==> src/rtl/video_mode_detector.sv <==
// Video timing mode detector: measures hsync line period and lines per frame,
// and locks onto a mode once enough consecutive frames agree.
module video_mode_detector #(
  parameter int STABLE_FRAMES = 4,
  parameter int HTOL          = 8,
  parameter int VSYNC_TIMEOUT = 5000000
) (
  input  logic        clk_50mhz_in,
  input  logic        reset_n_in,
  input  logic        hsync_in,
  input  logic        vsync_in,
  input  logic        signal_present_in,
  output logic [15:0] line_period_out,
  output logic [10:0] lines_per_frame_out,
  output logic [1:0]  hfreq_class_out,
  output logic        interlaced_out,
  output logic        mode_valid_out,
  output logic        mode_changed_out
);

  localparam int VT_W = $clog2(VSYNC_TIMEOUT + 1);
  localparam int SF_W = $clog2(STABLE_FRAMES + 1);
  localparam logic [VT_W-1:0] VT_LIM = VT_W'(VSYNC_TIMEOUT);
  localparam logic [SF_W-1:0] SF_LIM = SF_W'(STABLE_FRAMES);

  localparam logic [1:0] S_NO_SIGNAL = 2'd0;
  localparam logic [1:0] S_MEASURE   = 2'd1;
  localparam logic [1:0] S_LOCKED    = 2'd2;

  function automatic logic [15:0] absdiff16(input logic [15:0] a, input logic [15:0] b);
    return (a >= b) ? a - b : b - a;
  endfunction

  function automatic logic [10:0] absdiff11(input logic [10:0] a, input logic [10:0] b);
    return (a >= b) ? a - b : b - a;
  endfunction

  function automatic logic [1:0] classify(input logic [15:0] p);
    if (p < 16'd1400 || p > 16'd3600) return 2'd3;
    else if (p < 16'd1850)            return 2'd2;
    else if (p < 16'd2600)            return 2'd1;
    else                              return 2'd0;
  endfunction

  logic [2:0]      hs_sync_q, hs_sync_d, vs_sync_q, vs_sync_d;
  logic [15:0]     hcnt_q, hcnt_d, period_q, period_d, prev_period_q, prev_period_d;
  logic [10:0]     lcnt_q, lcnt_d, prev_lines_q, prev_lines_d;
  logic [VT_W-1:0] vcnt_q, vcnt_d;
  logic [SF_W-1:0] stab_q, stab_d;
  logic [1:0]      state_q, state_d;
  logic [15:0]     line_period_q, line_period_d;
  logic [10:0]     lines_q, lines_d;
  logic [1:0]      class_q, class_d;
  logic            interlaced_q, interlaced_d;
  logic            valid_q, valid_d;
  logic            changed_q, changed_d;

  logic        hs_edge, vs_edge, timeout, frame_ok;
  logic [15:0] cur_period;
  logic [10:0] cur_lines;
  logic [1:0]  cur_class;

  // [0] first sync flop, [1] synchronized level, [2] its previous value
  assign hs_edge    = hs_sync_q[2] & ~hs_sync_q[1];
  assign vs_edge    = vs_sync_q[2] & ~vs_sync_q[1];
  assign cur_period = hs_edge ? hcnt_q : period_q;
  assign cur_lines  = (hs_edge && lcnt_q != 11'h7FF) ? lcnt_q + 11'd1 : lcnt_q;
  assign cur_class  = classify(cur_period);
  assign timeout    = (vcnt_q >= VT_LIM);
  assign frame_ok   = (absdiff16(cur_period, prev_period_q) <= 16'(HTOL)) &&
                      (absdiff11(cur_lines, prev_lines_q) <= 11'd1);

  always_comb begin
    hs_sync_d     = {hs_sync_q[1:0], hsync_in};
    vs_sync_d     = {vs_sync_q[1:0], vsync_in};
    hcnt_d        = hcnt_q;
    period_d      = period_q;
    prev_period_d = prev_period_q;
    prev_lines_d  = prev_lines_q;
    lcnt_d        = cur_lines;
    vcnt_d        = vcnt_q;
    stab_d        = stab_q;
    state_d       = state_q;
    line_period_d = line_period_q;
    lines_d       = lines_q;
    class_d       = class_q;
    interlaced_d  = interlaced_q;
    changed_d     = 1'b0;

    if (hs_edge) begin
      period_d = hcnt_q;
      hcnt_d   = 16'd1;
    end else if (hcnt_q != 16'hFFFF) begin
      hcnt_d = hcnt_q + 16'd1;
    end

    if (vs_edge) begin
      lcnt_d        = '0;
      vcnt_d        = '0;
      prev_period_d = cur_period;
      prev_lines_d  = cur_lines;
    end else if (vcnt_q < VT_LIM) begin
      vcnt_d = vcnt_q + VT_W'(1);
    end

    case (state_q)
      S_NO_SIGNAL: begin
        stab_d = '0;
        if (signal_present_in) state_d = S_MEASURE;
      end
      S_MEASURE: begin
        if (timeout) begin
          stab_d = '0;
          vcnt_d = '0;
          lcnt_d = '0;
        end else if (vs_edge) begin
          if (frame_ok && cur_class != 2'd3) begin
            if (stab_q + SF_W'(1) == SF_LIM) begin
              state_d = S_LOCKED;
              stab_d  = '0;
            end else begin
              stab_d = stab_q + SF_W'(1);
            end
          end else begin
            stab_d = '0;
          end
        end
      end
      S_LOCKED: begin
        if (timeout) begin
          state_d = S_MEASURE;
          stab_d  = '0;
          vcnt_d  = '0;
          lcnt_d  = '0;
        end else if (vs_edge && !frame_ok) begin
          state_d = S_MEASURE;
          stab_d  = '0;
        end
      end
      default: state_d = S_NO_SIGNAL;
    endcase

    // Loss of signal overrides every other transition, including a lock entry
    if (!signal_present_in) begin
      state_d = S_NO_SIGNAL;
      hcnt_d  = '0;
      lcnt_d  = '0;
      stab_d  = '0;
      vcnt_d  = '0;
    end

    if (state_d == S_LOCKED && state_q != S_LOCKED) begin
      line_period_d = cur_period;
      lines_d       = (cur_lines > prev_lines_q) ? cur_lines : prev_lines_q;
      class_d       = cur_class;
      interlaced_d  = (absdiff11(cur_lines, prev_lines_q) == 11'd1);
      changed_d     = 1'b1;
    end

    valid_d = (state_d == S_LOCKED);
  end

  always_ff @(posedge clk_50mhz_in) begin
    if (!reset_n_in) begin
      hs_sync_q     <= 3'b111;
      vs_sync_q     <= 3'b111;
      hcnt_q        <= '0;
      period_q      <= '0;
      prev_period_q <= '0;
      prev_lines_q  <= '0;
      lcnt_q        <= '0;
      vcnt_q        <= '0;
      stab_q        <= '0;
      state_q       <= S_NO_SIGNAL;
      line_period_q <= '0;
      lines_q       <= '0;
      class_q       <= 2'd3;
      interlaced_q  <= 1'b0;
      valid_q       <= 1'b0;
      changed_q     <= 1'b0;
    end else begin
      hs_sync_q     <= hs_sync_d;
      vs_sync_q     <= vs_sync_d;
      hcnt_q        <= hcnt_d;
      period_q      <= period_d;
      prev_period_q <= prev_period_d;
      prev_lines_q  <= prev_lines_d;
      lcnt_q        <= lcnt_d;
      vcnt_q        <= vcnt_d;
      stab_q        <= stab_d;
      state_q       <= state_d;
      line_period_q <= line_period_d;
      lines_q       <= lines_d;
      class_q       <= class_d;
      interlaced_q  <= interlaced_d;
      valid_q       <= valid_d;
      changed_q     <= changed_d;
    end
  end

  assign line_period_out     = line_period_q;
  assign lines_per_frame_out = lines_q;
  assign hfreq_class_out     = class_q;
  assign interlaced_out      = interlaced_q;
  assign mode_valid_out      = valid_q;
  assign mode_changed_out    = changed_q;

endmodule
==> config.mk <==
export PLATFORM = sky130hd
export DESIGN_NAME = video_mode_detector
export DESIGN_NICKNAME = d
export VERILOG_FILES = /design/src/rtl/video_mode_detector.sv
export SDC_FILE = /design/constraint.sdc
export NUM_CORES = 1
export LEC_CHECK = 0
export BUFFER_PORTS_ARGS = -buffer_cell sky130_fd_sc_hd__buf_4
export CAP_MARGIN = 30
export CORE_UTILIZATION = 40
export CTS_CLUSTER_SIZE = 40
export DETAILED_ROUTE_END_ITERATION = 8
export RECOVER_POWER = 25
export SLEW_MARGIN = 10
export SYNTH_ARGS = -nofsm -noshare
export SYNTH_HDL_FRONTEND = slang
export SYNTH_SLANG_ARGS = --single-unit
==> constraint.sdc <==
create_clock -name clk_50mhz_in -period 7.11 [get_ports clk_50mhz_in]
set_input_delay 0.3555 -clock clk_50mhz_in [delete_from_list [all_inputs] [get_ports clk_50mhz_in]]
set_output_delay 0.3555 -clock clk_50mhz_in [all_outputs]
set_load 0.03 [all_outputs]
==> metrics.txt <==
CTS Root Cell=clkbuf_16; GR Layer Usage met2=between 20% and 30%; vias in the first global route=roughly 6500; syn avg cell area=a little over 8 sq um; Nets=1122; design area=9330 sq um; CP max FO=17; Max-slew headroom=between 30% and 40%; Starting Density=40.7%; die width=146 um; Yosys top cell by area=dfxtp_1; clk slew on worst S/H paths=~60 ps; largest net degree at the start of global routing=72; Max IR drop VDD=180 uV; placed insts=roughly 1300; final setup fails=0; initial antenna violation count=0; vias=7245; global-route wire length before repair=about 34000 um; TritonRoute pass-1 iters=5; CP Capture Type=register; CTS Hold Bufs=0; share of layout cells above drive strength 1=under 10%; met3 Use GR=3.98%; Worst Hold Class=in -> reg; core area=around 20000 sq um; Distinct cells, synth=73; row cnt=52; Final Hold Vio Count=0; DP Wirelength=15700 um; total power=1980 uW; Multi-input gate area=5050 sq um; I/O Pins=37; status=completed; FF-to-FF Start=lcnt_q[0]; RSZ-0062 raised after global routing=false; Sink Count=136; Critical Path RT=roughly 7400 ps; CTS tree=yes; Hold Path Origin=vsync_in; final core utilization=a little under half; Leak Pwr=between 0.003 and 0.004 uW; die height=about 150 um; initial drt markers=around 480; crit path from=lcnt_q[0]; Post-CTS Setup Bufs=0; Most Crowded Layer GR=met1; kind of critical path=reg -> reg; DP Area=between 8000 and 9000 sq um; Mapped Area=between 8000 and 9000 sq um; Synth async-reset ratio=0%; Global Route Usage Sum=between 20% and 30%; Seq/Total Area, Yosys=between 30% and 40%; top cell type's share of synthesized area=around a third; Synth-to-Final Area Change=13.2%; fillers=approximately 2000; yosys warns=0; R2R Setup Slk=between 500 and 600 ps; global route overflow=0; global placement routability congestion=about 0.9; period utilisation layout=between 90% and 100%; crit start category=register; EDFF count, synth=0; Max Clk Rate=approximately 0.15 GHz; main flop type after synthesis=dfxtp_1; H-tree level count=4; n_diodes=0; cell count after synthesis=1022; DRC viols=0; Synth Net Count=1088; Max-Cap Viols=0; power per cell area=roughly 210 nW/um^2; clk buf depth=2; vias per cell=around 5.4; Seq cells post-synth=roughly 140; clock latency at the later pin of the worst-skew pair=between 400 and 500 ps; Final Skew=approximately 12 ps; Storage cell area=2720 sq um; Slew Limit Fails=0; post-layout minimum cycle time=between 6000 and 7000 ps; PortBufs=36; grt met1 use=between 30% and 40%; Final Non-Filler Cells=~1300; Area contributors post-synth=dfxtp_1, ha_1, nor2_1; Worst Max-Slew Pin Slew=between 900 and 1000 ps; CP arrival=roughly 6900 ps; setup_tns=0 ps; WL/cell=15.7 um; die area=~21000 sq um; Post-DRT Antenna Nets=0; CTS Buf Count=17; drt total wl=~21000 um
-- flip-flops by register name, indices dropped and copies added, names as in the netlist --
register,count
interlaced_out,1
lines_per_frame_out,11
vs_sync_q,3
hcnt_q,16
lcnt_q,11
stab_q,3
line_period_out,16
mode_valid_out,1
hfreq_class_out,2
prev_lines_q,11
hs_sync_q,3
period_q,16
mode_changed_out,1
prev_period_q,16
vcnt_q,23
state_q,2
-- worst paths after layout --
path	to	cells after the start
setup / recovery	line_period_out[14]	21
hold / removal	vs_sync_q[0]	2
setup reg to reg	line_period_out[14]	21
hold reg to reg	hs_sync_q[1]	1
-- power by group --
| part | internal, uW | total [uW] | switching [uW] |
|---|---|---|---|
| Sequential | 772 | 781 | 8.53 |
| Clock | 499 | 874 | 375 |
| Combinational | 136 | 326 | 190 |
| Total | 1410 | 1980 | 573 |
-- area by class of cell --
class	count	area share, %
clock buffers	18	4.71
clock inverters	14	1.49
inverters	77	3.10
multi-input cells	761	54.2
flip-flops and latches	136	29.2
well taps	270	3.62
repair buffers	63	3.74
-- synth_stat cells (all sizes together), types with 4 or more instances --
| cell | instances |
|---|---|
| a211oi | 48 |
| a21o | 12 |
| a21oi | 87 |
| a221oi | 7 |
| a31oi | 6 |
| a41oi | 4 |
| and3 | 15 |
| buf | 11 |
| clkbuf | 37 |
| dfxtp | 136 |
| ha | 60 |
| inv | 77 |
| mux2 | 4 |
| mux2i | 32 |
| nand2 | 59 |
| nand2b | 13 |
| nand3 | 44 |
| nand4 | 11 |
| nand4b | 5 |
| nor2 | 135 |
| nor2b | 8 |
| nor3 | 24 |
| nor4 | 10 |
| o21a | 6 |
| o21ai | 45 |
| o31ai | 6 |
| or3 | 9 |
| xnor2 | 26 |
| xor2 | 31 |
-- layout by cell type, fill, tap and decap left out, types with 3 or more instances in the layout --
cell type / count
or2_2: 3
buf_4: 27
inv_1: 76
o31ai_1: 5
a41oi_1: 3
or3_1: 8
clkinv_4: 3
nand3_1: 43
a221oi_1: 5
o21ai_0: 42
o21a_1: 6
dfxtp_1: 136
and3_1: 15
and2_1: 3
nand2b_1: 13
xor2_1: 31
a21o_1: 12
nor2b_1: 7
inv_6: 5
nand4b_1: 4
clkbuf_1: 35
nor4b_1: 3
mux2i_1: 32
a211oi_1: 48
o21bai_1: 3
clkbuf_16: 17
mux2_2: 4
nand4_1: 10
xnor2_1: 26
nor2_1: 133
and3b_1: 3
nand2_1: 59
a21oi_1: 87
nor4_1: 9
clkinvlp_4: 3
a31oi_1: 6
ha_1: 60
o211ai_1: 3
nor3_1: 24
-- per-layer routing --
metal  vias to the layer above  wire [um]
met3                        20       1020
met5                         -          0
met1                      3393      10800
met2                       153       9000
met4                         0        252
li1                       3679          -
-- critical path, cell delays in order (launching register included) --
cell and delay, ps:
dfxtp_1 400, ha_1 240, nand3_1 180, o31ai_4 430, or3_1 210, nor2_1 70
and3_1 190, xnor2_1 330, inv_1 80, ha_1 480, nand4_1 170, or3_1 450
a221o_1 350, nand2_1 270, mux2_2 400, a2111oi_2 330, a2111oi_0 130, nor4_2 400
nand4b_2 310, o21a_1 450, nor2_4 430, a211oi_1 150
-- per-stage QoR --
step	setup slack [ps]	hold WS, ps
2_1_floorplan	1690	386
3_3_place_gp	582	390
3_5_place_dp	382	398
4_1_cts	349	108
5_1_grt	65.9	118
6_report	514	119
-- what timing repair did --
item                                    CTS  global route
endpoints found under the setup margin    0            17
endpoints found under the hold margin     0             0
resized for setup                         0             1
-- cell families (layout without fill, tap and decap cells) --
family	after synthesis	after routing	share of synthesized area (%)
and+or+nand+nor	352	352	20.8
AOI/OAI and AO/OA	255	255	20.4
DFF	136	136	33.0
buffers and inverters	125	172	5.92
adders and majority gates	61	61	9.35
xor gates and xnor gates	57	57	6.06
muxes	36	36	4.43
Power figures use the tool's default switching activity.
